**config.mk**
```make
export PLATFORM = sky130hd
export DESIGN_NAME = spiking_weight_loader
export DESIGN_NICKNAME = d
export VERILOG_FILES = /design/src/rtl/spiking_weight_loader.sv
export SDC_FILE = /design/constraint.sdc
export NUM_CORES = 1
export LEC_CHECK = 0
export CAP_MARGIN = 20
export CORE_MARGIN = 10
export CORE_UTILIZATION = 40
export CTS_BUF_LIST = sky130_fd_sc_hd__clkbuf_4 sky130_fd_sc_hd__clkbuf_8 sky130_fd_sc_hd__clkbuf_16
export CTS_CLUSTER_DIAMETER = 30
export DETAILED_ROUTE_END_ITERATION = 7
export PLACE_DENSITY = 0.68
export SYNTH_ARGS = -nofsm -noshare
export SYNTH_HDL_FRONTEND = slang
export SYNTH_SLANG_ARGS = --single-unit
export TNS_END_PERCENT = 100
```
**constraint.sdc**
```tcl
create_clock -name clk -period 7.62 [get_ports clk]
set_input_delay 1.524 -clock clk [delete_from_list [all_inputs] [get_ports clk]]
set_output_delay 1.524 -clock clk [all_outputs]
set_load 0.01 [all_outputs]
```
**src/rtl/spiking_weight_loader.sv**
```systemverilog
// Configuration sequencer for spiking_neural_network_xor: resets the network, streams a
// small (addr, cmd, arg) table into it, waits for the network to settle and reports its output.
// state | meaning: IDLE table writable / NRST network reset / PROG stream entries / SETTLE wait / SAMPLE capture
module spiking_weight_loader #(
  parameter int INT_WIDTH     = 4,
  parameter int FLOAT_WIDTH   = 2*INT_WIDTH,
  parameter int CMD_WIDTH     = 3,
  parameter int ADDR_WIDTH    = 3,
  parameter int DEPTH         = 8,
  parameter int IDX_WIDTH     = $clog2(DEPTH),
  parameter int SETTLE_CYCLES = 25
) (
  input  logic                   clk,
  input  logic                   rst,
  input  logic                   tbl_we,
  input  logic [IDX_WIDTH-1:0]   tbl_idx,
  input  logic [ADDR_WIDTH-1:0]  tbl_addr,
  input  logic [CMD_WIDTH-1:0]   tbl_cmd,
  input  logic [FLOAT_WIDTH-1:0] tbl_arg,
  input  logic [IDX_WIDTH:0]     num_entries,
  input  logic                   start,
  output logic                   busy,
  output logic                   net_rst,
  output logic [ADDR_WIDTH-1:0]  net_addr,
  output logic [CMD_WIDTH-1:0]   net_cmd,
  output logic [FLOAT_WIDTH-1:0] net_arg,
  input  logic                   net_out,
  output logic                   done,
  output logic                   result
);

  localparam int TMR_WIDTH = $clog2(SETTLE_CYCLES + 1);
  localparam logic [IDX_WIDTH:0]     L_DEPTH       = (IDX_WIDTH+1)'(DEPTH);
  localparam logic [TMR_WIDTH-1:0]   L_SETTLE_LAST = TMR_WIDTH'(SETTLE_CYCLES - 1);
  localparam logic [ADDR_WIDTH-1:0]  L_IDLE_ADDR   = '1;

  typedef enum logic [2:0] {S_IDLE, S_NRST, S_PROG, S_SETTLE, S_SAMPLE} state_t;

  state_t                 r_state;
  logic [IDX_WIDTH:0]     r_n;
  logic [IDX_WIDTH:0]     r_idx;
  logic [TMR_WIDTH-1:0]   r_tmr;
  logic                   r_busy;
  logic                   r_net_rst;
  logic [ADDR_WIDTH-1:0]  r_net_addr;
  logic [CMD_WIDTH-1:0]   r_net_cmd;
  logic [FLOAT_WIDTH-1:0] r_net_arg;
  logic                   r_done;
  logic                   r_result;

  logic [ADDR_WIDTH-1:0]  r_tbl_addr [DEPTH];
  logic [CMD_WIDTH-1:0]   r_tbl_cmd  [DEPTH];
  logic [FLOAT_WIDTH-1:0] r_tbl_arg  [DEPTH];

  logic                   w_tbl_wr;
  logic [IDX_WIDTH:0]     w_n_clamped;
  logic [IDX_WIDTH-1:0]   w_rd_idx;

  assign w_tbl_wr    = tbl_we && (r_state == S_IDLE) && ({1'b0, tbl_idx} < L_DEPTH);
  assign w_n_clamped = (num_entries > L_DEPTH) ? L_DEPTH : num_entries;
  assign w_rd_idx    = r_idx[IDX_WIDTH-1:0];

  // Table is plain storage: no reset, contents undefined until written.
  always_ff @(posedge clk) begin
    if (w_tbl_wr) begin
      r_tbl_addr[tbl_idx] <= tbl_addr;
      r_tbl_cmd[tbl_idx]  <= tbl_cmd;
      r_tbl_arg[tbl_idx]  <= tbl_arg;
    end
  end

  always_ff @(posedge clk or negedge rst) begin
    if (!rst) begin
      r_state    <= S_IDLE;
      r_n        <= '0;
      r_idx      <= '0;
      r_tmr      <= '0;
      r_busy     <= 1'b0;
      r_net_rst  <= 1'b0;
      r_net_addr <= L_IDLE_ADDR;
      r_net_cmd  <= '0;
      r_net_arg  <= '0;
      r_done     <= 1'b0;
      r_result   <= 1'b0;
    end else begin
      case (r_state)
        S_IDLE: begin
          if (start) begin
            r_n       <= w_n_clamped;
            r_state   <= S_NRST;
            r_busy    <= 1'b1;
            r_net_rst <= 1'b1;
          end
        end
        S_NRST: begin
          r_net_rst <= 1'b0;
          if (r_n != '0) begin
            // Entry 0 is loaded here so it is on the bus during the first PROG cycle.
            r_state    <= S_PROG;
            r_net_addr <= r_tbl_addr[0];
            r_net_cmd  <= r_tbl_cmd[0];
            r_net_arg  <= r_tbl_arg[0];
            r_idx      <= (IDX_WIDTH+1)'(1);
          end else begin
            r_state <= S_SETTLE;
            r_tmr   <= L_SETTLE_LAST;
          end
        end
        S_PROG: begin
          if (r_idx == r_n) begin
            r_state    <= S_SETTLE;
            r_tmr      <= L_SETTLE_LAST;
            r_net_addr <= L_IDLE_ADDR;
            r_net_cmd  <= '0;
            r_net_arg  <= '0;
          end else begin
            r_net_addr <= r_tbl_addr[w_rd_idx];
            r_net_cmd  <= r_tbl_cmd[w_rd_idx];
            r_net_arg  <= r_tbl_arg[w_rd_idx];
            r_idx      <= r_idx + 1'b1;
          end
        end
        S_SETTLE: begin
          if (r_tmr == '0) begin
            r_state  <= S_SAMPLE;
            r_done   <= 1'b1;
            r_result <= net_out;
          end else begin
            r_tmr <= r_tmr - 1'b1;
          end
        end
        S_SAMPLE: begin
          r_state <= S_IDLE;
          r_done  <= 1'b0;
          r_busy  <= 1'b0;
          r_idx   <= '0;
        end
        default: begin
          r_state <= S_IDLE;
          r_busy  <= 1'b0;
          r_done  <= 1'b0;
        end
      endcase
    end
  end

  assign busy     = r_busy;
  assign net_rst  = r_net_rst;
  assign net_addr = r_net_addr;
  assign net_cmd  = r_net_cmd;
  assign net_arg  = r_net_arg;
  assign done     = r_done;
  assign result   = r_result;

endmodule

```
==> results.txt <==
* Outcome: finished, final reports clean
* DRC marker count from the first detailed-route iteration: 226
- Together, buffers and inverters on the worst path number 1.
- Library cell occupying the most area in the post-synthesis netlist: sky130_fd_sc_hd__edfxtp_1
- Final hold analysis gives a worst-case slack of 0.491 ns.
- Max rail drop VDD: 0.000238 V
- Total DRC errors in the routed layout: 0
* Number of fillers in the final layout: 1,179
- Yosys printed 0 warnings.
- Summing over every cut layer, the via total after detailed routing is 3,435.
- The initialized floorplan defines 44 standard-cell rows.
* Net Count, Synth: 408
- Of the post-synthesis cell area, the dominant cell type holds 56.2%.
- Inserted Diodes: 0
- The path class of the tightest hold or removal check is reg -> reg.
- Final Wtd Congestion: 0.782
- For the pin with the worst max-slew slack, the measured transition is 0.885 ns.
- In the routed layout, each cell is associated on average with a via count of 5.44.
* Number of flops mapped to enable cells by yosys: 112
- Sequential elements use 70.4% of the synthesized area.
* Dominant cells by area after synthesis: sky130_fd_sc_hd__edfxtp_1, sky130_fd_sc_hd__dfrtp_1, sky130_fd_sc_hd__mux4_2
- The floorplan step defined a die boundary enclosing 0.0203 mm².
- The worst register-to-register path has a setup slack of 5.08 ns.
* Clock power share: 30.2%
- Fraction of registers with async set or reset after synthesis: 23.3%
- Proportion of layout cells with a drive suffix above 1: 20.4%
- Maximum number of pins on one net before global-route repair: 35
- Once the clock tree was built, the setup fixing pass inserted 0 buffers.
- Highest clock rate: 332 MHz
* Maximum fanout count along the critical path: 2
- The endpoint identified for the worst register-to-register timing path is r_idx[3].
- Final Critical Period: 3.01 ns
- The clock passes through at most 2 buffers.
- The number of global-route vias before repair was 3,589.
- Once detail routing completed, the nets flagged for antenna violations numbered 0.
* Nets: 462
- Summing all non-filler instances in the final layout gives an area of 0.00727 mm².
- Number of ports placed on the die boundary: 44
- Once the floorplan was initialized, standard cells occupied 41.0% of the core.
* Distinct cell type count after synthesis: 45
- The total area inside the core boundary comes to 0.0146 mm².
* Area of the mapped netlist: 0.00599 mm²
* Final HPWL DP: 8560 µm
* Aggregate global routing overflow: 0
- Total number of H-tree levels: 4
- The most critical setup path has its startpoint at net_addr[1].
* Clock Sinks: 146
* Path type of the worst setup path: reg -> out
- Cell internal power was estimated by the tool at 1.86 mW.
- For this run, the leading register cell type out of synthesis is sky130_fd_sc_hd__edfxtp_1.
- Area growth from synthesis to layout: 21.4%
* Register share of total power: 38.7%
* Count of max-cap constraint violations: 0
- CP max stage delay: 0.54 ns
- For the worst setup path, the data required time is 6.10 ns.
* Crit path launch type: flop
* Destination of the critical timing path: net_addr[1]
- In this run the mean area of a mapped cell was 15.8 µm².
* Die H: 142 µm
* Quantity of hold-fixing buffers added after cts: 0
- Total Power: 2.72 mW
- Cts repair resizes: 0
* Post-synthesis register bit count: 146
- In the layout the commonest cells are sky130_fd_sc_hd__edfxtp_1, sky130_fd_sc_hd__nand2_1, sky130_fd_sc_hd__clkdlybuf4s50_1.
* Number of logic stages on the critical path including buffering: 1
* Accumulated negative setup slack: 0 ns
- Element type at the critical path end: output pin
- Summed over all cells, the static leakage comes to 2.57 nW.
- The first TritonRoute pass finished after 4 iterations.
* Input/output buffers: 43
* Worst reg2reg startpoint: r_state[0]
- The number of failing hold endpoints at the final stage came to 0.
- Walking the worst path, the cells encountered are clkdlybuf4s50_1.
* Number of cells on the worst reg-to-reg path: 5
- The later pin in the worst-skew pair is clocked with a latency of 0.43 ns.
* Setup repair after global routing missed its margin: no
- Psw: 860 µW
* Initial antenna violation count: 0
- Global routing consumed, over all layers together, 13.4% of the routing resources.
* Final core area utilization: 49.8%
- Share of power burned in combinational logic: 31.1%
- Width of the die: 142 µm
- Placed Area: 0.00663 mm²
- The first global-routing pass estimated 20,400 µm of wire.
- Clock Tree Root: sky130_fd_sc_hd__clkbuf_16
* Largest clock skew in the final design: 0.00769 ns
* Period utilization: 39.5%
* Clock slew at the register clock pins of the worst setup and hold paths: 0.06 ns
- Number of buffers created by CTS: 17
- For the worst setup path, the data arrival time is 1.49 ns.
- Max-slew headroom: 41.0%
- The slowest stage of the critical path belongs to the cell sky130_fd_sc_hd__clkdlybuf4s50_1.
* Finish-stage setup viols: 0
* Family with the most delay on the worst path: buffers and inverters
- In this run switching power makes up 31.6% of total power.
* Leading cell type in the layout, fill and taps excluded: sky130_fd_sc_hd__edfxtp_1
- Wires add up to 12,900 µm.
- The number of pins with negative max-slew slack in the final report came to 0.
- After detailed routing, the average wire length per cell comes to 20.5 µm.
* Power Density: 375 mW/mm²
- TritonCTS built the clock tree.
- Synthesis handed over a netlist of 380 instances.
==> sequential cells by signal (all words and copies together) (netlist names), 4 cells and up <==
signal and flops:
net_arg 8, r_tbl_addr 24, r_idx 4, r_tmr 5, r_tbl_cmd 24, r_tbl_arg 64, r_n 4
==> metal layers <==
layer	vias up	global-route usage, %	part of all wire [%]
li1	1558	-	-
met2	103	22.0	51
met4	0	5.01	1.7
met5	-	0	0
met1	1748	16.1	41
met3	26	4.51	6.6
==> power by group through the flow <==
stage | Sequential [mW] | Clock [mW] | Combinational, mW
final | 1.05 | 0.821 | 0.847
after detailed placement | 1.10 | 0 | 0.811
after CTS | 1.09 | 0.834 | 0.818
after global routing | 1.07 | 0.874 | 0.940
after global placement | 1.10 | 0 | 0.788
after floorplan | 1.05 | 0 | 0.586
==> layout make-up <==
cell class	count	area, µm²	share of cell area [%]
clock inverters	12	131	1.81
clock buffers	20	460	6.34
repair buffers	54	532	7.32
multi-input cells	204	1650	22.7
flip-flops and latches	146	4220	58.1
well taps	184	230	3.17
inverters	11	41.3	0.568
==> worst register-to-register path: stages (launching register included) <==
cell	delay, ns
sky130_fd_sc_hd__dfrtp_1	0.56
sky130_fd_sc_hd__or3b_1	0.75
sky130_fd_sc_hd__a41oi_4	0.68
sky130_fd_sc_hd__nand4_1	0.19
sky130_fd_sc_hd__xor2_1	0.18
sky130_fd_sc_hd__nor2_1	0.05
==> Yosys cell counts (2+ instances only) <==
cell,count
sky130_fd_sc_hd__inv_1,10
sky130_fd_sc_hd__o22ai_1,5
sky130_fd_sc_hd__buf_1,2
sky130_fd_sc_hd__nand4_1,2
sky130_fd_sc_hd__nor3_1,6
sky130_fd_sc_hd__o21ai_0,12
sky130_fd_sc_hd__xnor2_1,4
sky130_fd_sc_hd__ha_1,2
sky130_fd_sc_hd__nand2b_1,5
sky130_fd_sc_hd__nand3_1,3
sky130_fd_sc_hd__a21oi_1,17
sky130_fd_sc_hd__nor2_1,26
sky130_fd_sc_hd__xor2_1,2
sky130_fd_sc_hd__mux4_2,28
sky130_fd_sc_hd__edfxtp_1,112
sky130_fd_sc_hd__and3_1,4
sky130_fd_sc_hd__a22oi_1,13
sky130_fd_sc_hd__mux2_2,3
sky130_fd_sc_hd__dfstp_2,3
sky130_fd_sc_hd__dfrtp_1,31
sky130_fd_sc_hd__clkbuf_1,9
sky130_fd_sc_hd__nand2_1,53
sky130_fd_sc_hd__buf_2,6
==> logic make-up after synthesis <==
family	count (synthesis)	synth area share, %
AOI/OAI and AO/OA	57	6.60
xor gates and xnor gates	6	0.878
adders and majority gates	2	0.418
buffers and inverters	30	2.19
DFF	146	70.4
muxes	32	11.3
and+or+nand+nor	107	8.19
==> metrics by stage <==
| step | std cells | setup WS [ns] |
|---|---|---|
| 2_1_floorplan | 380 | 4.48 |
| 3_3_place_gp | 594 | 4.00 |
| 3_5_place_dp | 596 | 4.02 |
| 4_1_cts | 628 | 4.46 |
| 5_1_grt | 631 | 4.56 |
| 6_report | 631 | 4.61 |
==> worst min-delay path by stage <==
stage,slack [ns],from,endpoint,cells past startpoint
after floorplan,0.49,net_addr[0],net_addr[0],2
after global placement,0.46,done,done,1
after detailed placement,0.48,net_addr[0],net_addr[0],2
after CTS,0.49,net_addr[0],net_addr[0],2
after global routing,0.51,net_addr[1],net_addr[1],2
final,0.49,net_addr[0],net_addr[0],2
(Power assumes the default switching activity.)
